File: src/rtl/msk_nco_ctrl.sv
// Sequencer for the MSK modulator NCO: starts the dds, waits for out_valid, then maps
// one accepted data bit per symbol onto a +/-DEV frequency word held for SPS samples.
module msk_nco_ctrl #(
  parameter int             PW       = 25,
  parameter logic [PW-1:0]  CARRIER  = 25'h0600000,
  parameter logic [PW-1:0]  DEV      = 25'h0040000,
  parameter int             SPS      = 16,
  parameter int             RST_CYC  = 7,
  parameter int             VALID_TO = 64
) (
  input  logic          clk,
  input  logic          reset,
  input  logic          enable,
  input  logic          bit_valid,
  input  logic          bit_data,
  output logic          bit_ready,
  output logic          nco_reset_n,
  output logic          nco_clken,
  output logic [PW-1:0] nco_phi_inc,
  output logic [PW-1:0] nco_freq_mod,
  input  logic          nco_out_valid,
  output logic          sym_strobe,
  output logic          busy,
  output logic          underrun
);

  localparam int CMAX_A = (VALID_TO > SPS) ? VALID_TO : SPS;
  localparam int CMAX   = (CMAX_A > RST_CYC) ? CMAX_A : RST_CYC;
  localparam int CW     = $clog2(CMAX + 1);

  localparam logic [CW-1:0] SYM_LAST = CW'(SPS - 1);
  localparam logic [CW-1:0] RST_LAST = CW'(RST_CYC - 1);
  localparam logic [CW-1:0] VTO_LAST = CW'(VALID_TO - 1);

  typedef enum logic [1:0] {
    S_IDLE  = 2'd0,
    S_NRST  = 2'd1,
    S_WAITV = 2'd2,
    S_RUN   = 2'd3
  } state_t;

  state_t               r_state;
  logic [CW-1:0]        r_cnt;
  logic                 r_ready;
  logic                 r_rstn;
  logic                 r_clken;
  logic signed [PW-1:0] r_freq;
  logic                 r_strobe;
  logic                 r_busy;
  logic                 r_underrun;

  logic                 w_accept;
  logic                 w_sym_end;

  // Bit-to-frequency mapping; the negative word wraps modulo 2^PW.
  function automatic logic signed [PW-1:0] sym_word(input logic b);
    logic signed [PW-1:0] dev_s;
    dev_s = $signed(DEV);
    return b ? dev_s : -dev_s;
  endfunction

  assign w_accept  = bit_valid & r_ready;
  assign w_sym_end = (r_cnt == SYM_LAST);

  always_ff @(posedge clk) begin
    if (reset) begin
      r_state    <= S_IDLE;
      r_cnt      <= '0;
      r_ready    <= 1'b0;
      r_rstn     <= 1'b0;
      r_clken    <= 1'b0;
      r_freq     <= '0;
      r_strobe   <= 1'b0;
      r_busy     <= 1'b0;
      r_underrun <= 1'b0;
    end else begin
      r_strobe <= 1'b0;
      case (r_state)
        S_IDLE: begin
          r_ready <= 1'b0;
          r_freq  <= '0;
          if (enable) begin
            r_state    <= S_NRST;
            r_cnt      <= '0;
            r_clken    <= 1'b1;
            r_rstn     <= 1'b0;
            r_busy     <= 1'b1;
            r_underrun <= 1'b0;
          end
        end

        S_NRST: begin
          if (!enable) begin
            r_state <= S_IDLE;
            r_cnt   <= '0;
            r_clken <= 1'b0;
            r_rstn  <= 1'b0;
            r_freq  <= '0;
            r_busy  <= 1'b0;
          end else if (r_cnt == RST_LAST) begin
            r_state <= S_WAITV;
            r_cnt   <= '0;
            r_rstn  <= 1'b1;
          end else begin
            r_cnt <= r_cnt + 1'b1;
          end
        end

        // Timeout on out_valid silently re-pulses the dds reset.
        S_WAITV: begin
          if (!enable) begin
            r_state <= S_IDLE;
            r_cnt   <= '0;
            r_clken <= 1'b0;
            r_rstn  <= 1'b0;
            r_freq  <= '0;
            r_busy  <= 1'b0;
          end else if (nco_out_valid) begin
            r_state <= S_RUN;
            r_cnt   <= SYM_LAST;
            r_ready <= 1'b1;
          end else if (r_cnt == VTO_LAST) begin
            r_state <= S_NRST;
            r_cnt   <= '0;
            r_rstn  <= 1'b0;
          end else begin
            r_cnt <= r_cnt + 1'b1;
          end
        end

        // Ready low at the boundary means enable was dropped: finish and stop.
        S_RUN: begin
          if (w_sym_end) begin
            r_cnt   <= '0;
            r_ready <= 1'b0;
            if (w_accept) begin
              r_freq   <= sym_word(bit_data);
              r_strobe <= 1'b1;
            end else if (!r_ready) begin
              r_state <= S_IDLE;
              r_clken <= 1'b0;
              r_rstn  <= 1'b0;
              r_freq  <= '0;
              r_busy  <= 1'b0;
            end else begin
              r_freq     <= '0;
              r_underrun <= 1'b1;
              r_strobe   <= 1'b1;
            end
          end else begin
            r_cnt   <= r_cnt + 1'b1;
            r_ready <= ((r_cnt + 1'b1) == SYM_LAST) & enable;
          end
        end

        default: begin
          r_state <= S_IDLE;
          r_cnt   <= '0;
          r_ready <= 1'b0;
          r_clken <= 1'b0;
          r_rstn  <= 1'b0;
          r_freq  <= '0;
          r_busy  <= 1'b0;
        end
      endcase
    end
  end

  assign bit_ready    = r_ready;
  assign nco_reset_n  = r_rstn;
  assign nco_clken    = r_clken;
  assign nco_phi_inc  = CARRIER;
  assign nco_freq_mod = r_freq;
  assign sym_strobe   = r_strobe;
  assign busy         = r_busy;
  assign underrun     = r_underrun;

endmodule
File: config.mk
export PLATFORM = sky130hd
export DESIGN_NAME = msk_nco_ctrl
export DESIGN_NICKNAME = d
export VERILOG_FILES = /design/src/rtl/msk_nco_ctrl.sv
export SDC_FILE = /design/constraint.sdc
export NUM_CORES = 1
export LEC_CHECK = 0
export BUFFER_PORTS_ARGS = -buffer_cell sky130_fd_sc_hd__buf_2
export CORE_MARGIN = 2
export CORE_UTILIZATION = 25
export CTS_CLUSTER_DIAMETER = 50
export CTS_CLUSTER_SIZE = 10
export DETAILED_ROUTE_END_ITERATION = 7
export SLEW_MARGIN = 20
export SYNTH_ARGS = -nofsm -noshare
export SYNTH_HDL_FRONTEND = slang
export SYNTH_SLANG_ARGS = --single-unit
export TNS_END_PERCENT = 30
File: constraint.sdc
create_clock -name clk -period 2 [get_ports clk]
set_clock_uncertainty 0.05 [all_clocks]
set_input_delay 0.6 -clock clk [delete_from_list [all_inputs] [get_ports clk]]
set_output_delay 0.6 -clock clk [all_outputs]
set_load 0.05 [all_outputs]
Yosys cells after proc, flatten, opt, wreduce, memory -nomap -nowiden --
Cells that the tools add are included.
Word-level totals: flip-flop bits (word level) 39, word-level logic and storage cells 89, input port bits 6, output and inout bits 56
Cells by class: bitwise logic cells 4, multiplexer cells 46, reduce and logical (&&, ||, !) cells 11, $add $sub $neg 1, equal/unequal tests 19
Operator list (number):
- 25-bit two-way mux | 4
- 25-bit case mux with 3 select lines | 1
- 7-bit two-way mux | 7
- 7-bit case mux with 4 select lines | 1
- 1-bit two-way mux | 19
- 2-bit two-way mux | 9
- 2-bit inequality test (second input constant) | 8
- 7-bit by 4-bit == test with 1-bit output (second input constant) | 2
- 5-bit AND reduction | 2
- 3-bit inequality test (second input constant) | 3
- 2-bit case mux with 4 select lines | 1
- 7-bit by 1-bit adder with 7-bit output (second input constant) | 1
- 7-bit by 3-bit == test with 1-bit output (second input constant) | 1
- 7-bit by 6-bit == test with 1-bit output (second input constant) | 1
- 7-bit AND reduction | 1
- 1-bit case mux with 3 select lines | 2
- 6-bit AND reduction | 1
- 2-bit == test (second input constant) | 2
- 4-bit inequality test (second input constant) | 1
- 1-bit case mux with 4 select lines | 1
- 3-bit AND reduction | 1
- 3-bit nonzero test | 1
- 3-bit OR reduction | 1
- 1-bit bitwise AND | 2
- other kinds (7) | 8

Depth between registers and ports, before layout --
Gate-level depths: netlist (run 1).
word-level depth 5, depth in mapped cells 8, gate-level depth less buffers 7

Worst setup path before layout (run 1) --
No wires, ideal clock.
path kind input-to-reg, start point input port enable, end point register r_state[1], library setup time 0.071 ns, data required time 1.879 ns, data arrival time 1.755 ns, path buffers 2, stages on the path 7, path slack 0.125 ns, path through buf_4 nor2b_1 clkbuf_1 a21oi_1 nand4_1 a211o_1 a21oi_1
Between the ends: cells in the longest elaborated chain, start to end 2
Ends and longest elaborated chain:
- start: declaration | line 13 | input logic enable,
- 4-bit inequality test (no line) (tied with other cells)
- 6-bit AND reduction (no line) or 2-bit case mux with 4 select lines (tied branches)
- end signal: assignment | line 67 | r_state <= S_IDLE;
- end signal: assignment | line 83 | r_state <= S_NRST;
- end signal: assignment | line 94 | r_state <= S_IDLE;
- end: declaration | line 42 | state_t r_state;
Several ways; a longest one is shown, not always the timed one. A chain may end at the register's enable or synchronous reset.

Worst setup path after layout (run 1) --
start point register r_state[0], end point register r_cnt[5]
Between the ends: cells in the longest elaborated chain, start to end 2
Ends and longest elaborated chain:
- 2-bit == test (tied with other cells) | line 78 | case (r_state)
- 7-bit case mux with 4 select lines or 2-bit inequality test (tied branches)
- end signal: assignment | line 105 | r_cnt <= r_cnt + 1'b1;
- end signal: assignment | line 127 | r_cnt <= r_cnt + 1'b1;
- end signal: assignment | line 151 | r_cnt <= r_cnt + 1'b1;
- end: declaration | line 43 | logic [CW-1:0] r_cnt;
Several ways; a longest one is shown, not always the timed one.

==> flow_summary_export.csv, run 1 <==
group,metric,value,unit
outcome,status,"complete, no violations",
critical_path,r2r_cells,8,
finish,drive_gt1_share,25.1,%
timing,finalHoldViolations,0,
place,dp_cells,275,
global_routing,gr-usage-all-layers,9.88,%
finish,final_cell_mix,"43 x conb_1, 23 x buf_4, 18 x buf_2",
route,ant_nets,0,
global_routing,grt-ovfl-total,0,
hold_path,min_path_cells,1,
cts,cts.htree.levels,1,
place,place_hpwl,2.33,mm
route,met1Wirelength,1.34,mm
finish,diodes,0,
hold_path,worst_hold_startpoint,"underrun",
die,die_h,78.6,um
finish,syn2layout_area_growth,12.6,%
place,port_buffers,18,
route,wl_met2,1.25,mm
critical_path,worst-setup-path-type,"reg -> reg",
die,core_area,5440,um2
timing,rsz0062_at_grt,"false",
cts,post_cts_buffers,0,
cts,max-clock-path-buffers,2,
route,drc,0,
synthesis,ys_seq_area_share,23.0,%
critical_path,r2r_start,"r_state[0]",
global_routing,grt_pass1_wl,4.67,mm
critical_path,start_kind,"register",
route,via_count,1176,
critical_path,reg2reg_to,"r_cnt[5]",
place,place_ws,-0.0157,ns
timing,layout_min_cycle_time,1.87,ns
finish,final_nets,221,
route,firstDrtPassIters,4,
synthesis,synth_simple_gate_area_share,21.8,%
finish,fillers,605,
synthesis,ys_warn_count,0,
cts,tritoncts,"built",
synthesis,synthAdderAreaFrac,6.29,%
route,dr_wl_met3,273,um
route,wirelength,2.94,mm
global_routing,grt_pass1_vias,1006,
die,fp.dieW,78.6,um
power,p_leak,0.749,nW
place,routabilityCongestion,0.872,
synthesis,synth-xor-area-share,1.89,%
power,clkPwrFrac,29.2,%
die,rows,27,
timing,finalCritPeriodShare,93.6,%
timing,slew_violations,0,
timing,setup_viol,0,
timing,max_freq,534,MHz
die,initial_utilization,25.6,%
job,cap_violations,0,
critical_path,required,2.16,ns
synthesis,synth_compound_gate_area_share,15.4,%
synthesis,synth_top_area_share,28.1,%
cts,cts_num_sinks,16,
die,die-area,6180,um2
power,powerDensity,650,nW/um2
critical_path,worst_ep_arrival_time,2.03,ns
synthesis,synth_cell_type_count,39,
critical_path,worst_setup_path_end_kind,"register",
synthesis,yosys-mux-area-fraction,1.44,%
route,wl_per_cell,10.5,um
power,power_frac_comb,37.9,%
finish,final_common_cell,"conb_1",
route,routed.top_layer,"met4",
hold_path,hold_path_end,"underrun",
power,swShare,41.9,%
power,p_int,0.591,mW
synthesis,synthTopCellsByArea,"buf_4 28%, dfxtp_1 23%, ha_1 6.3%",
synthesis,yosys.area.top_type,"buf_4",
finish,stdcell_count,279,
cts,clockRootBuffer,"clkbuf_8",
power,p_seq_share,32.9,%
critical_path,cp_max_fo,5,
synthesis,synth_seq_cells,16,
power,ir_drop,0.214,mV
cts,clkTransAtPathRegs,0.07,ns
cts,clkLatencyLatePin,0.26,ns
global_routing,antenna_found_initial,0,
hold_path,hold_path.class,"reg -> reg",
critical_path,regToRegSetupSlack,0.13,ns
timing,finalHoldWorstSlack,0.412,ns
power,power_switching,0.427,mW
route,drtIter0Drc,59,
synthesis,async_flop_share,0,%
cts,cts_resized,0,
synthesis,synth_edf_count,0,
synthesis,synthFlopType,"dfxtp_1",
synthesis,syn_inst,175,
cts,numCtsBuffers,3,
global_routing,grt_max_degree,14,
cts,hold_buffers,0,
synthesis,netlist_area,1390,um2
route,routed_via_density,4.22,
die,io_pins,62,
synthesis,synth.avg_cell_area,7.95,um2
timing,fin_ws,0.129,ns
synthesis,synth_top_family_by_area,"buffers and inverters",
## cell type report
cell class / instances / area, um2 / share of cell area [%]
inverters: 4 / 15.0 / 0.958
repair buffers: 41 / 263 / 16.8
well taps: 72 / 90.1 / 5.75
multi-input cells: 142 / 823 / 52.6
flip-flops and latches: 16 / 320 / 20.4
clock buffers: 4 / 55.1 / 3.51
## per-layer routing
layer | up-vias | GRT usage [%]
li1 | 576 | -
met1 | 540 | 12.3
met2 | 55 | 14.8
met3 | 5 | 3.10
met4 | 0 | 5.96
met5 | - | 0
## sequential cells by signal (all words and copies together) (netlist names)
signal and flops:
sym_strobe 1, underrun 1, nco_reset_n 1, r_state 2, busy 1, nco_freq_mod 2
r_cnt 7, bit_ready 1
## power by group through the flow
| stage | logic (mW) | clock network [mW] | registers, mW |
|---|---|---|---|
| finish | 0.386 | 0.297 | 0.334 |
| CTS | 0.384 | 0.312 | 0.335 |
| detailed placement | 0.384 | 0 | 0.341 |
| global placement | 0.384 | 0 | 0.342 |
| global route | 0.413 | 0.324 | 0.336 |
| floorplan | 0.350 | 0 | 0.360 |
## cell usage after synthesis, drive strengths merged, types with 3 or more instances
| library cell | instances |
|---|---|
| a211o | 3 |
| a21oi | 8 |
| and3 | 5 |
| buf | 52 |
| dfxtp | 16 |
| ha | 7 |
| inv | 4 |
| nand2 | 14 |
| nand3 | 8 |
| nor2 | 12 |
| nor3 | 5 |
| o21ai | 4 |
## worst max path at each step
stage,from,to,slack (ns),cells past startpoint
global placement,enable,r_cnt[5],0.006,7
CTS,r_state[0],r_cnt[5],0.04,8
detailed placement,enable,r_cnt[5],-0.02,7
finish,r_state[0],r_cnt[5],0.13,8
floorplan,enable,r_state[1],0.12,7
global route,r_cnt[1],r_state[0],0.002,6
## cells by family (layout without fill, tap and decap cells)
| kind of cell | after synthesis | in the layout |
|---|---|---|
| buf+inv | 58 | 49 |
| flops | 16 | 16 |
| simple gates | 58 | 58 |
| mux | 2 | 2 |
| compound gates | 29 | 29 |
| xor+xnor | 3 | 3 |
| other cells | 2 | 43 |
| fa+ha+maj | 7 | 7 |
## critical path, cell delays in order, from the launching register on
cell     delay (ns)
dfxtp_1        0.31
inv_1          0.07
buf_4          0.12
ha_2           0.22
nand2_1        0.12
a211o_1        0.26
a311o_2        0.41
nor3_2         0.15
a211o_1        0.11
## through the flow
stage	total power [mW]	util, %	setup TNS (ns)	instance area, um2
5_1_grt	1.07	28.8	0	1570
3_5_place_dp	0.725	27.6	-0.0157	1500
4_1_cts	1.03	28.6	0	1560
3_3_place_gp	0.726	27.6	0	1500
2_1_floorplan	0.710	-	0	1550
6_report	1.02	28.8	0	1570
Power figures use the tool's default switching activity.
==> run 2: changes to the inputs <==
Settings changed: PLACE_DENSITY set to 0.46.
Clock period 2 ns to 1.9 ns, I/O delays scaled along.
==> run 2 against run 1 <==
First-iteration DRC count up 63%. Combinational power up 3%. Sequential share of layout area down 0.42 points. Critical endpoint is now r_state[1]. Largest power group unchanged. Worst hold slack better by 0.012 ns. Global-route usage up 0.072 points. Power up 4.9%. Sequential power up 6.0%. Sequential cell count unchanged. Clock power up 6%. Wire length up 1.1%. Non-clock buffer count up 4.
==> flow_summary_export.csv, run 2 (synthesis gave the netlist of run 1 again) <==
group,metric,value,unit
cts,tritoncts,"built",
timing,max_freq,557,MHz
place,port_buffers,18,
global_routing,grt_pass1_vias,1040,
critical_path,worst_setup_path_end_kind,"register",
global_routing,grt-ovfl-total,0,
finish,syn2layout_area_growth,14.9,%
die,rows,27,
finish,final_cell_mix,"43 x conb_1, 27 x buf_4, 18 x buf_2",
critical_path,crit_path_start,"r_state[1]",
finish,final_common_cell,"conb_1",
route,ant_nets,0,
critical_path,worst-setup-path-type,"reg -> reg",
route,drc,0,
route,firstDrtPassIters,4,
cts,max-clock-path-buffers,2,
global_routing,antenna_found_initial,0,
critical_path,cp_max_fo,4,
route,drtIter0Drc,96,
critical_path,slowest_stage,"dfxtp_1",
finish,top_register,"r_cnt",
place,dp_cells,278,
route,wl_per_cell,10.5,um
power,ir_drop,0.310,mV
critical_path,required,2.04,ns
die,core_area,5440,um2
finish,diodes,0,
die,fp.dieW,78.6,um
finish,fillers,598,
cts,numCtsBuffers,3,
critical_path,r2r_start,"r_state[1]",
die,initial_utilization,25.6,%
hold_path,worst_hold_startpoint,"underrun",
finish,drive_gt1_share,27.5,%
place,place_hpwl,2.41,mm
cts,cts_num_sinks,16,
cts,clkLatencyLatePin,0.25,ns
route,via_count,1176,
route,wirelength,2.97,mm
power,p_leak,0.773,nW
critical_path,worst_ep_arrival_time,1.93,ns
cts,cts.htree.levels,1,
finish,final_util,29.4,%
place,place_ws,0.000945,ns
die,die-area,6180,um2
global_routing,grt_max_degree,14,
outcome,status,"complete, no violations",
timing,setup-tns-final,0,ns
timing,finalHoldViolations,0,
critical_path,worstPathCellList,"inv_1 -> ha_1 -> nor2b_1 -> a21oi_1 -> nand4_1 -> a211o_1 -> a21oi_1",
global_routing,grt_pass1_wl,4.88,mm
job,cap_violations,0,
die,die_h,78.6,um
global_routing,gr-usage-all-layers,9.95,%
finish,final_nets,225,
finish,largest_reg_flops,7,
timing,finalHoldWorstSlack,0.424,ns
timing,layout_min_cycle_time,1.80,ns
critical_path,crit_path_frequent_cell,"a21oi_1",
timing,slew_violations,0,
critical_path,start_kind,"register",
timing,finalCritPeriodShare,94.5,%
timing,rsz0062_at_grt,"true",
die,io_pins,62,
hold_path,hold_path.class,"reg -> reg",
timing,setup_viol,0,
route,routed_via_density,4.16,
timing,fin_ws,0.104,ns
power,powerDensity,667,nW/um2
cts,clockRootBuffer,"clkbuf_8",
cts,clkTransAtPathRegs,0.07,ns
place,routabilityCongestion,0.817,
finish,stdcell_count,283,
critical_path,slowest_delay,0.38,ns
==> run 2: cell type report <==
cell class,instances,area [um2],share of cell area (%)
Multi-Input combinational cell,142,826,51.6
Timing Repair Buffer,45,293,18.3
Clock buffer,4,55.1,3.44
Inverter,4,15.0,0.939
Sequential cell,16,320,20.0
Tap cell,72,90.1,5.63
==> run 2: what timing repair did <==
item	CTS	global route
setup endpoints to repair	0	9
gates resized for setup	0	6
hold buffers	0	0
setup buffers	0	1
hold endpoints to repair	0	0
==> run 2: per-layer routing <==
metal  vias up  share of wire, %  global-route usage [%]
met5         -                 0                       0
met4         0               1.2                    3.16
met2        51                45                    16.6
met1       535                48                    12.7
met3         4               6.4                    2.18
li1        586                 -                       -
==> run 2: through the flow <==
step	instance area [um2]	power, mW
after floorplan	1550	0.747
after global placement	1520	0.756
after detailed placement	1520	0.750
after CTS	1580	1.07
after global routing	1600	1.12
final	1600	1.07
==> run 2: path summary, 6_finish.rpt <==
check | end | slack, ns | depth (start not counted)
hold reg to reg | underrun | 0.42 | 1
setup / recovery | r_state[1] | 0.10 | 7
setup reg to reg | r_state[1] | 0.10 | 7
hold / removal | underrun | 0.42 | 1
==> run 2: report_power, final <==
| part | leakage, nW | switching [mW] | total [mW] | internal, mW |
|---|---|---|---|---|
| clock | 0.0288 | 0.130 | 0.314 | 0.184 |
| sequential | 0.130 | 0.00826 | 0.354 | 0.346 |
| combinational | 0.614 | 0.313 | 0.399 | 0.0866 |
| total | 0.773 | 0.451 | 1.07 | 0.617 |
==> run 2: worst max-delay path: cells and delay by family, from the launching register on <==
kind,cells,cell delay (ns)
compound gates,3,0.64
fa+ha+maj,1,0.20
buf+inv,1,0.10
flops,1,0.38
simple gates,2,0.36
==> run 3: changes to the inputs <==
Settings changed: RECOVER_POWER set to 50.
==> run 3 against run 2 <==
Cell count did not move. Setup slack improved by 0.014 ns. Worst hold slack improved by 0.0062 ns. Power fell by 0.28%. Via count fell by 0.68%. Clock-buffer cell count did not move. Wire length fell by 0.17%. First-iteration DRC count rose by 2.1%. Sequential share of layout area rose by 0.094 points. Sequential cell count did not move. Critical endpoint unchanged.
==> flow_summary_export.csv, run 3 (synthesis gave the netlist of run 1 again) <==
group,metric,value,unit
outcome,status,"complete, no violations",
global_routing,grt_max_degree,14,
place,post_dp_cell_area,1520,um2
timing,slew_violations,0,
die,die_h,78.6,um
global_routing,top_usage_layer,"met2",
global_routing,gr-usage-all-layers,9.95,%
finish,largest_reg_flops,7,
hold_path,hold_path.class,"reg -> reg",
hold_path,min_path_cells,1,
cts,cts_num_sinks,16,
critical_path,slowest_delay,0.38,ns
cts,hold_buffers,0,
timing,finalHoldWorstSlack,0.430,ns
cts,tritoncts,"built",
finish,top_register,"r_cnt",
finish,final_nets,225,
finish,diodes,0,
timing,finalCritPeriodShare,93.8,%
hold_path,worst_hold_startpoint,"underrun",
place,place_hpwl,2.41,mm
critical_path,start_kind,"register",
die,rows,27,
place,place_ws,0.000945,ns
critical_path,worstPathCellList,"inv_1 -> ha_1 -> nor2b_1 -> a21oi_1 -> nand4_1 -> a211o_1 -> a21oi_1",
timing,maxSlewHeadroom,60.7,%
global_routing,grt_use_met2,16.6,%
critical_path,worst_setup_path_end_kind,"register",
place,routabilityCongestion,0.817,
route,wl_per_cell,10.5,um
die,fp.dieW,78.6,um
global_routing,grt_pass1_wl,4.88,mm
route,wirelength,2.97,mm
timing,tightest_slew,0.592,ns
timing,max_freq,561,MHz
critical_path,cp_max_fo,4,
die,die-area,6180,um2
timing,rsz0062_at_grt,"true",
route,via_count,1168,
timing,fin_ws,0.118,ns
timing,layout_min_cycle_time,1.78,ns
finish,drive_gt1_share,24.6,%
critical_path,crit_buf_inv,1,
power,powerDensity,669,nW/um2
hold_path,hold_path_end,"underrun",
cts,clkTransAtPathRegs,0.07,ns
route,routed_via_density,4.13,
critical_path,crit_path_frequent_cell,"a21oi_1",
route,ant_nets,0,
cts,clockRootBuffer,"clkbuf_8",
critical_path,slowest_stage,"dfxtp_1",
finish,final_common_cell,"conb_1",
cts,clkLatencyLatePin,0.25,ns
global_routing,antenna_found_initial,0,
global_routing,grt_pass1_vias,1040,
critical_path,worst-setup-path-type,"reg -> reg",
critical_path,worst_ep_arrival_time,1.92,ns
route,drtIter0Drc,98,
timing,finalHoldViolations,0,
finish,final_cell_mix,"43 x conb_1, 27 x buf_4, 16 x dfxtp_1",
die,initial_utilization,25.6,%
global_routing,use_met3,2.18,%
place,port_buffers,18,
global_routing,met1_usage,12.7,%
power,p_leak,0.742,nW
finish,design_area,1590,um2
critical_path,crit_family,"compound AO/OA/AOI/OAI gates",
finish,syn2layout_area_growth,14.4,%
route,firstDrtPassIters,4,
critical_path,regToRegSetupSlack,0.12,ns
die,io_pins,62,
route,drc,0,
critical_path,reg2reg_to,"r_state[1]",
cts,max-clock-path-buffers,2,
die,core_area,5440,um2
cts,numCtsBuffers,3,
global_routing,grt-ovfl-total,0,
critical_path,required,2.04,ns
power,ir_drop,0.309,mV
cts,cts.htree.levels,1,
critical_path,r2r_start,"r_state[1]",
critical_path,r2r_cells,7,
timing,setup_viol,0,
job,cap_violations,0,
-- run 3: per-layer routing --
| layer | vias to the layer above | wire length, um |
|---|---|---|
| li1 | 585 | - |
| met1 | 533 | 1410 |
| met2 | 46 | 1340 |
| met3 | 4 | 188 |
| met4 | 0 | 36 |
| met5 | - | 0 |
-- run 3: area by class of cell --
cell class              instances  area [um2]
clock buffers                   4        55.1
fillers                       601        3850
inverters                       4        15.0
multi-input cells             142         826
flip-flops and latches         16         320
well taps                      72        90.1
repair buffers                 45         285
-- run 3: what timing repair did --
action / in CTS / in global routing
setup endpoints to repair: 0 / 9
buffers inserted: 0 / 1
resized for setup: 0 / 6
-- run 3: per-stage QoR --
step	utilization [%]	power [mW]	cells	TNS (ns)
finish	29.3	1.06	283	0
global route	29.3	1.12	283	-0.0602
CTS	29.0	1.07	282	0
detailed placement	28.0	0.750	278	0
global placement	28.0	0.756	278	-0.0980
floorplan	-	0.747	216	0
-- run 3: report_power, final --
part           leakage [nW]  internal [mW]  switching, mW
Clock                0.0288          0.184          0.129
Combinational         0.584         0.0841          0.313
Sequential            0.130          0.346        0.00840
-- run 3: worst reg2reg max path, stage by stage, from the launching register on --
cell     delay, ns
dfxtp_1       0.38
inv_1         0.10
ha_1          0.20
nor2b_1       0.16
a21oi_1       0.20
nand4_1       0.20
a211o_1       0.31
a21oi_1       0.13
-- run 3: worst max path at each step --
stage	startpoint	end	slack [ns]	cells past startpoint
2_1_floorplan	r_cnt[0]	r_cnt[5]	0.03	6
3_3_place_gp	enable	r_cnt[4]	-0.07	6
3_5_place_dp	enable	r_cnt[3]	0.0009	6
4_1_cts	r_cnt[0]	r_cnt[5]	0.02	6
5_1_grt	r_cnt[1]	r_state[1]	-0.04	6
6_report	r_state[1]	r_state[1]	0.12	7
